[config.mk]
export PLATFORM = sky130hd
export DESIGN_NAME = instr_fetch
export DESIGN_NICKNAME = d
export VERILOG_FILES = /design/src/rtl/mips_pkg.sv /design/src/rtl/endian_swap.sv /design/src/rtl/instr_fetch.sv
export SDC_FILE = /design/constraint.sdc
export NUM_CORES = 1
export LEC_CHECK = 0
export CAP_MARGIN = 10
export CORE_ASPECT_RATIO = 1.5
export CORE_MARGIN = 3
export CORE_UTILIZATION = 46
export CTS_BUF_LIST = sky130_fd_sc_hd__clkbuf_4
export DETAILED_ROUTE_END_ITERATION = 12
export GPL_ROUTABILITY_DRIVEN = 1
export HOLD_SLACK_MARGIN = 0.12
export PLACE_DENSITY = 0.93
export SETUP_SLACK_MARGIN = 0.2
export SLEW_MARGIN = 25
export SYNTH_ARGS = -nofsm -noshare
export SYNTH_HDL_FRONTEND = slang
export SYNTH_HIERARCHICAL = 1
export SYNTH_SLANG_ARGS = --single-unit
[constraint.sdc]
create_clock -name clk -period 5.1 [get_ports clk]
set_clock_uncertainty 0.1 [all_clocks]
set_input_delay 1.53 -clock clk [delete_from_list [all_inputs] [get_ports clk]]
set_output_delay 1.53 -clock clk [all_outputs]
set_load 0.02 [all_outputs]
[src/rtl/mips_pkg.sv]
// Shared definitions for the multicycle MIPS CPU: fetch FSM states, reset
// vector, NOP encoding and the control FSM's CPU state codes.
package mips_pkg;

  typedef enum logic [1:0] {
    FETCH_IDLE   = 2'd0,
    FETCH_REQ    = 2'd1,
    FETCH_HALTED = 2'd2
  } fetch_state_e;

  localparam logic [31:0] RESET_VECTOR = 32'hBFC0_0000;
  localparam logic [31:0] NOP_INSTR    = 32'h0000_0000;

  typedef enum logic [2:0] {
    CPU_FETCH  = 3'd0,
    CPU_DECODE = 3'd1,
    CPU_EXEC1  = 3'd2,
    CPU_EXEC2  = 3'd3,
    CPU_MEM    = 3'd4,
    CPU_WB     = 3'd5,
    CPU_HALT   = 3'd6
  } cpu_state_e;

endpackage

[src/rtl/endian_swap.sv]
// Combinational 32-bit byte reversal; SWAP=0 passes data straight through.
// Shared by the instruction-fetch and data-memory paths.
module endian_swap #(
  parameter bit SWAP = 1'b1
) (
  input  logic [31:0] din,
  output logic [31:0] dout
);

  assign dout = SWAP ? {din[7:0], din[15:8], din[23:16], din[31:24]} : din;

endmodule

[src/rtl/instr_fetch.sv]
// Instruction-fetch bus master: issues one word read per accepted fetch_req,
// holds it through waitrequest, latches the byte-swapped word, flags halt/misalignment.
module instr_fetch
  import mips_pkg::*;
#(
  parameter bit          SWAP_BYTES = 1'b1,
  parameter logic [31:0] HALT_ADDR  = 32'h0000_0000
) (
  input  logic        clk,
  input  logic        reset,
  input  logic        fetch_req,
  input  logic [31:0] RegPC,
  output logic [31:0] address,
  output logic        read,
  output logic [3:0]  byteenable,
  input  logic        waitrequest,
  input  logic [31:0] readdata,
  output logic [31:0] Instruction,
  output logic        instr_valid,
  output logic        busy,
  output logic        active,
  output logic        fault
);

  fetch_state_e state_q;
  logic [31:0]  addr_q;
  logic         read_q;
  logic [3:0]   be_q;
  logic [31:0]  instr_q;
  logic         valid_q;
  logic         busy_q;
  logic         active_q;
  logic         fault_q;
  logic [31:0]  swapped;

  endian_swap #(.SWAP(SWAP_BYTES)) u_swap (
    .din  (readdata),
    .dout (swapped)
  );

  // All outputs are registered so the bus strobe drops asynchronously on reset.
  always_ff @(posedge clk or posedge reset) begin
    if (reset) begin
      state_q  <= FETCH_IDLE;
      addr_q   <= RESET_VECTOR;
      read_q   <= 1'b0;
      be_q     <= 4'b0000;
      instr_q  <= NOP_INSTR;
      valid_q  <= 1'b0;
      busy_q   <= 1'b0;
      active_q <= 1'b1;
      fault_q  <= 1'b0;
    end else begin
      valid_q <= 1'b0;
      unique case (state_q)
        FETCH_IDLE: begin
          if (fetch_req) begin
            if (RegPC == HALT_ADDR) begin
              state_q  <= FETCH_HALTED;
              active_q <= 1'b0;
            end else if (RegPC[1:0] != 2'b00) begin
              fault_q <= 1'b1;
            end else begin
              addr_q  <= RegPC;
              read_q  <= 1'b1;
              be_q    <= 4'b1111;
              busy_q  <= 1'b1;
              state_q <= FETCH_REQ;
            end
          end
        end
        FETCH_REQ: begin
          if (!waitrequest) begin
            instr_q <= swapped;
            valid_q <= 1'b1;
            read_q  <= 1'b0;
            be_q    <= 4'b0000;
            busy_q  <= 1'b0;
            state_q <= FETCH_IDLE;
          end
        end
        FETCH_HALTED: begin
          state_q <= FETCH_HALTED;
        end
        default: begin
          state_q <= FETCH_IDLE;
          read_q  <= 1'b0;
          be_q    <= 4'b0000;
          busy_q  <= 1'b0;
        end
      endcase
    end
  end

  assign address     = addr_q;
  assign read        = read_q;
  assign byteenable  = be_q;
  assign Instruction = instr_q;
  assign instr_valid = valid_q;
  assign busy        = busy_q;
  assign active      = active_q;
  assign fault       = fault_q;

endmodule

==> results of run 1 <==
## kinds of logic after synthesis
group / share of synthesized area, %
AO/OA/AOI/OAI: 2.172
multiplexers: 25.70
flip-flops: 56.72
AND/OR/NAND/NOR: 4.425
buffers and inverters: 10.98
## how the worst max path moves through the flow
| stage | startpoint | slack [ps] | depth (start not counted) | endpoint |
|---|---|---|---|---|
| floorplan | reset | 1720 | 1 | Instruction[0]$_DFFE_PP0P_ |
| global placement | RegPC[17] | 1250 | 6 | address[16]$_DFFE_PP0P_ |
| detailed placement | RegPC[18] | 1190 | 6 | address[15]$_DFFE_PP0P_ |
| CTS | RegPC[18] | 1620 | 6 | address[15]$_DFFE_PP0P_ |
| global route | RegPC[17] | 1560 | 6 | address[14]$_DFFE_PP0P_ |
| finish | RegPC[18] | 1650 | 6 | address[15]$_DFFE_PP0P_ |
## state kept, by name (all words and copies together) (netlist names)
name and cells:
Instruction 32, address 32, state_q 2, active 1, byteenable 1, fault 1
instr_valid 1
## per-stage QoR
step | cells | util [%]
after floorplan | 207 | -
after detailed placement | 384 | 66.09
after global routing | 400 | 68.20
after CTS | 400 | 68.20
after global placement | 384 | 66.09
final | 400 | 68.20
## report_power, final
| part | internal [mW] | switching [mW] |
|---|---|---|
| logic | 0.400 | 0.297 |
| registers | 0.697 | 0.0717 |
| clock network | 0.154 | 0.189 |
## synth_stat cells (2+ instances only)
library cell	n	area [µm²]
buf_2	3	15.01
nand4_1	2	12.51
dfrtp_1	60	1501
mux2_2	35	394.1
nor4_1	8	50.05
buf_4	37	277.8
dfstp_2	10	262.8
buf_6	3	33.78
and2_1	2	12.51
inv_1	4	15.01
mux2_4	27	405.4
o21ai_0	2	10.01
## worst max-delay path, delay by kind of cell
family                 cells  cell delay [ps]
buffers and inverters      2              730
and+or+nand+nor            2              760
AOI/OAI and AO/OA          1              220
muxes                      1              370
## final cells by class
class | instances | area (µm²)
fillers | 468 | 2077
repair buffers | 144 | 1431
clock inverters | 6 | 62.56
clock buffers | 10 | 75.07
inverters | 4 | 15.01
flip-flops and latches | 70 | 1764
multi-input cells | 90 | 1011
well taps | 76 | 95.09
## routing by layer
layer  GRT usage, %  up-vias  share of wire [%]
met4          4.749        0               0.87
li1               -      915                  -
met3          5.535        6                8.3
met1          20.41      952                 38
met5              0        -                  0
met2          29.90       85                 53
==> reports/results.tsv, run 1 <==
stage	metric	value	unit
placement	Post-Place Worst Slack	1190	ps
sta	Fin Setup TNS	0	ps
detailed_routing	# DRC	0	
synth	Distinct cells, synth	26	
worst_hold_path	worst hold path type	flip-flop to flip-flop	
sta	Hold Vio Cnt, Final	0	
synth	ys async rst share	100.0	%
cells_and_area	diodes inserted	0	
clocking	CTS tree	yes	
clocking	clk root buf	clkbuf_4	
floorplan	Die Wd	73.14	µm
clocking	CTS buffer count	9	
detailed_routing	Routed Antenna Nets	0	
critical_path	Max stage delay on crit path	450	ps
sta	Peak Freq	0.2901	GHz
sta	Final period util	67.58	%
placement	DP Area	4317	µm²
clocking	Worst-Skew Late Latency	380	ps
cells_and_area	nets	387	
global_route	vias in the first global route	2137	
detailed_routing	via count	1958	
worst_hold_path	worst hold start	active$_DFFE_PP1P_	
global_route	largest net degree at the start of global routing	46	
sta	post-layout min period	3447	ps
clocking	Max H-tree Level	3	
synth	Post-synth EDFFs	0	
floorplan	Initial Util	47.62	%
critical_path	r2r setup slk	3160	ps
sta	Slew @ Worst Pin	871.5	ps
sta	Final Worst Setup Slack	1653	ps
synth	sequential-to-total area share from yosys stat	56.72	%
floorplan	die area	7805	µm²
cells_and_area	commonest non-fill, non-tap cell in the layout	clkdlybuf4s50_1	
global_route	grt total ovfl	0	
synth	Cell Area, Synth	3110	µm²
synth	Synth Register Bits	70	
critical_path	reg2reg start	state_q[1]$_DFFE_PP0P_	
global_route	global-route usage over all layers	17.36	%
detailed_routing	DRT iter0 DRCs	64	
floorplan	Rows	36	
detailed_routing	1st-pass router iterations	4	
clocking	clk sink count	70	
synth	Mapped Cells	207	
worst_hold_path	Worst Hold End	active$_DFFE_PP1P_	
critical_path	CP Class	input pin to flip-flop	
critical_path	Critical R2R Capture	address[20]$_DFFE_PP0P_	
clocking	clk buf depth	2	
detailed_routing	Total Wirelength	6.460	mm
clocking	hold-fix buffers at CTS	0	
critical_path	CP Capture Type	flip-flop	
synth	Avg Cell Area, Syn	15.03	µm²
clocking	post-CTS setup repair buffer count	0	
critical_path	CP max-delay cell	nor4_1	
sta	Pins Over Slew Limit	0	
job	max-cap violations	0	
clocking	# resized after CTS	0	
power	Pleak	1.918	nW
critical_path	critical path peak fanout	17	
sta	hold_ws	391.8	ps
detailed_routing	Avg Vias per Cell	4.895	
synth	synth warn	6	
critical_path	Critical Path Source Type	input pin	
critical_path	Req. time, crit path	5270	ps
cells_and_area	share of cells above drive strength 1	29.94	%
critical_path	crit path DAT	3620	ps
critical_path	R2R depth	5	
sta	final setup violation count	0	
critical_path	CP cell instances	clkdlybuf4s50_1 -> nor4_1 -> nand4_1 -> o21ai_4 -> buf_4 -> mux2_2	
cells_and_area	Area Growth Syn to Fin	43.20	%
placement	gpl congestion	0.7464	
power	Max VDD drop	0.2585	mV
floorplan	# IOs	141	
outcome	outcome	finished clean	
synth	prevailing post-synth register cell	dfrtp_1	
global_route	initial antenna violation count	0	
global_route	first-pass GRT wire length	10.43	mm
sta	RSZ-0062 raised after global routing	false	
power	pwr dens	405.8	nW/µm²
cells_and_area	most frequent cells in the layout	140 x clkdlybuf4s50_1, 60 x dfrtp_1, 35 x mux2_2	
floorplan	Core ar.	6531	µm²
placement	post-DP HPWL	4.989	mm
power	overall power	1.808	mW
floorplan	Die Span Y	106.7	µm
clocking	clock slew at reported path FFs	110	ps
cells_and_area	design area	4454	µm²
worst_hold_path	hold path depth	1	
placement	IO Port Bufs	140	
synth	Post-Syn Nets	275	
sta	Worst slew margin	41.82	%
detailed_routing	Avg WL per Cell	16.15	µm
(Power assumes the default switching activity.)
==> run 2, diff against run 1 <==
Settings changed: CORE_UTILIZATION 46 to 43, PLACE_DENSITY 0.93 to 0.89.
Clock period 5.1 ns to 3.2 ns, I/O delays scaled along.
==> run 2 against run 1 <==
Final cell count up 1.5%. Count of clock-buffer cells in the layout up 2. Critical path type unchanged. Register-to-register slack worse by 1900 ps. Critical path depth up 1. Highest routed layer unchanged. Core utilization down 3.7 points. Power up 55%. Sequential power up 60%.
==> reports/results.tsv, run 2 (synthesis results as in run 1) <==
stage	metric	value	unit	change
clocking	hold-fix buffers at CTS	0		unchanged
clocking	CTS tree	yes		
critical_path	R2R depth	5		unchanged
critical_path	WP buf/inv	3		+1
sta	Pins Over Slew Limit	0		unchanged
detailed_routing	1st-pass router iterations	4		unchanged
critical_path	Req. time, crit path	3390	ps	-1880 ps
global_route	first-pass GRT wire length	10.03	mm	-3.8%
clocking	Max H-tree Level	3		unchanged
floorplan	Die Span Y	110.2	µm	+3.2%
critical_path	critical path startpoint	RegPC[25]		
global_route	grt total ovfl	0		unchanged
power	Max VDD drop	0.3605	mV	+39%
clocking	CTS buffer count	9		unchanged
worst_hold_path	worst hold start	active$_DFFE_PP1P_		
power	Pleak	1.940	nW	+1.2%
sta	Hold Vio Cnt, Final	0		unchanged
critical_path	CP Class	input pin to flip-flop		
sta	Final period util	84.68	%	
clocking	clock slew at reported path FFs	100	ps	about the same
placement	post-DP HPWL	4.822	mm	-3.4%
detailed_routing	Routed Antenna Nets	0		unchanged
detailed_routing	Total Wirelength	6.368	mm	-1.4%
clocking	clk sink count	70		unchanged
cells_and_area	commonest non-fill, non-tap cell in the layout	clkdlybuf4s50_1		
floorplan	Initial Util	44.79	%	-2.8 points
clocking	clk root buf	clkbuf_4		
floorplan	die area	8311	µm²	+6.5%
job	max-cap violations	0		unchanged
cells_and_area	share of cells above drive strength 1	29.88	%	-0.060 points
placement	DP Area	4374	µm²	+1.3%
global_route	initial antenna violation count	0		unchanged
sta	Slew @ Worst Pin	402.8	ps	-468.7 ps
cells_and_area	Fillers	534		+14%
sta	Peak Freq	0.3691	GHz	
critical_path	reg2reg start	state_q[1]$_DFFE_PP0P_		
worst_hold_path	worst hold path type	flip-flop to flip-flop		
clocking	Worst-Skew Late Latency	400	ps	+20 ps
worst_hold_path	hold path depth	1		unchanged
worst_hold_path	Worst Hold End	active$_DFFE_PP1P_		
sta	RSZ-0062 raised after global routing	false		
critical_path	Critical Path Most Common Cell	buf_4		
placement	gpl congestion	0.7526		+0.83%
critical_path	r2r setup slk	1300	ps	-1860 ps
cells_and_area	diodes inserted	0		unchanged
critical_path	Max stage delay on crit path	440	ps	about the same
clocking	post-CTS setup repair buffer count	0		unchanged
sta	Fin Setup TNS	0	ps	unchanged
critical_path	Critical R2R Capture	address[10]$_DFFE_PP0P_		
floorplan	Die Wd	75.45	µm	+3.2%
critical_path	CP Capture Type	flip-flop		
clocking	clk buf depth	2		unchanged
placement	IO Port Bufs	140		unchanged
cells_and_area	design area	4479	µm²	+0.56%
global_route	global-route usage over all layers	16.29	%	-1.1 points
power	pwr dens	625.3	nW/µm²	+54%
critical_path	CP delay by family, top	buffers and inverters		
critical_path	CP max-delay cell	clkdlybuf4s50_1		
sta	post-layout min period	2710	ps	
critical_path	Critical Path Source Type	input pin		
critical_path	critical path peak fanout	11		-6
detailed_routing	Avg WL per Cell	15.68	µm	-2.9%
cells_and_area	Area Growth Syn to Fin	44.01	%	
cells_and_area	nets	391		+1.0%
outcome	outcome	finished clean		
floorplan	Core ar.	6944	µm²	+6.3%
sta	final setup violation count	0		unchanged
detailed_routing	# DRC	0		unchanged
detailed_routing	Avg Vias per Cell	4.842		-1.1%
cells_and_area	most frequent cells in the layout	140 x clkdlybuf4s50_1, 60 x dfrtp_1, 35 x mux2_2		
detailed_routing	via count	1966		+0.41%
global_route	largest net degree at the start of global routing	71		+54%
floorplan	Rows	37		+2.8%
cells_and_area	final core area utilization	64.50	%	-3.7 points
critical_path	crit path DAT	2900	ps	-720 ps
clocking	# resized after CTS	0		unchanged
detailed_routing	DRT iter0 DRCs	73		+14%
floorplan	# IOs	141		unchanged
critical_path	CP cell instances	clkdlybuf4s50_1 -> nor4_1 -> buf_4 -> nand4_1 -> o21ai_4 -> buf_4 -> mux2_4		
sta	Worst slew margin	73.15	%	+31 points
global_route	vias in the first global route	2115		-1.0%
==> run 2: worst max-delay path by stage <==
stage                                            end  slack, ps  cells past startpoint
after global placement       address[19]$_DFFE_PP0P_         60                      7
final                        address[10]$_DFFE_PP0P_        490                      7
after detailed placement      address[9]$_DFFE_PP0P_         30                      7
after CTS                    address[10]$_DFFE_PP0P_        480                      7
after floorplan           Instruction[0]$_DFFE_PP0P_        390                      1
after global routing          address[7]$_DFFE_PP0P_        430                      7
==> run 2: area by class of cell <==
class	count	area (µm²)	share of cell area (%)
repair buffers	148	1486	33.18
clock buffers	12	90.09	2.011
clock inverters	4	15.01	0.3352
multi-input cells	90	1011	22.57
well taps	78	97.59	2.179
inverters	4	15.01	0.3352
flip-flops and latches	70	1764	39.39
==> run 2: worst register-to-register path, stage by stage, from the launching register on <==
cell	delay, ps
dfrtp_1	470
or3b_4	460
nor3_4	170
o21ai_4	100
buf_4	210
mux2_4	310
==> run 2: routing by layer <==
layer  GRT usage [%]  vias up  wire length [µm]
met3           7.078       11               496
met2           26.76       92              3371
met4           6.750        0               115
met5               0        -                 0
met1           18.17      945              2384
li1                -      918                 -
==> run 2: power breakdown <==
group          internal (mW)  total [mW]  switching, mW
sequential              1.11        1.23          0.115
clock                  0.177       0.459          0.282
combinational          0.642        1.12          0.475
==> run 2: per-stage QoR <==
stage | power [mW] | cells | hold slack [ps] | worst slack (ps)
final | 2.801 | 406 | 378.9 | 490.4
after floorplan | 1.815 | 207 | 401.9 | 388.3
after CTS | 2.842 | 406 | 380.7 | 483.0
after global placement | 2.345 | 390 | 361.8 | 62.42
after detailed placement | 2.374 | 390 | 364.3 | 31.67
after global routing | 2.956 | 406 | 391.3 | 432.0
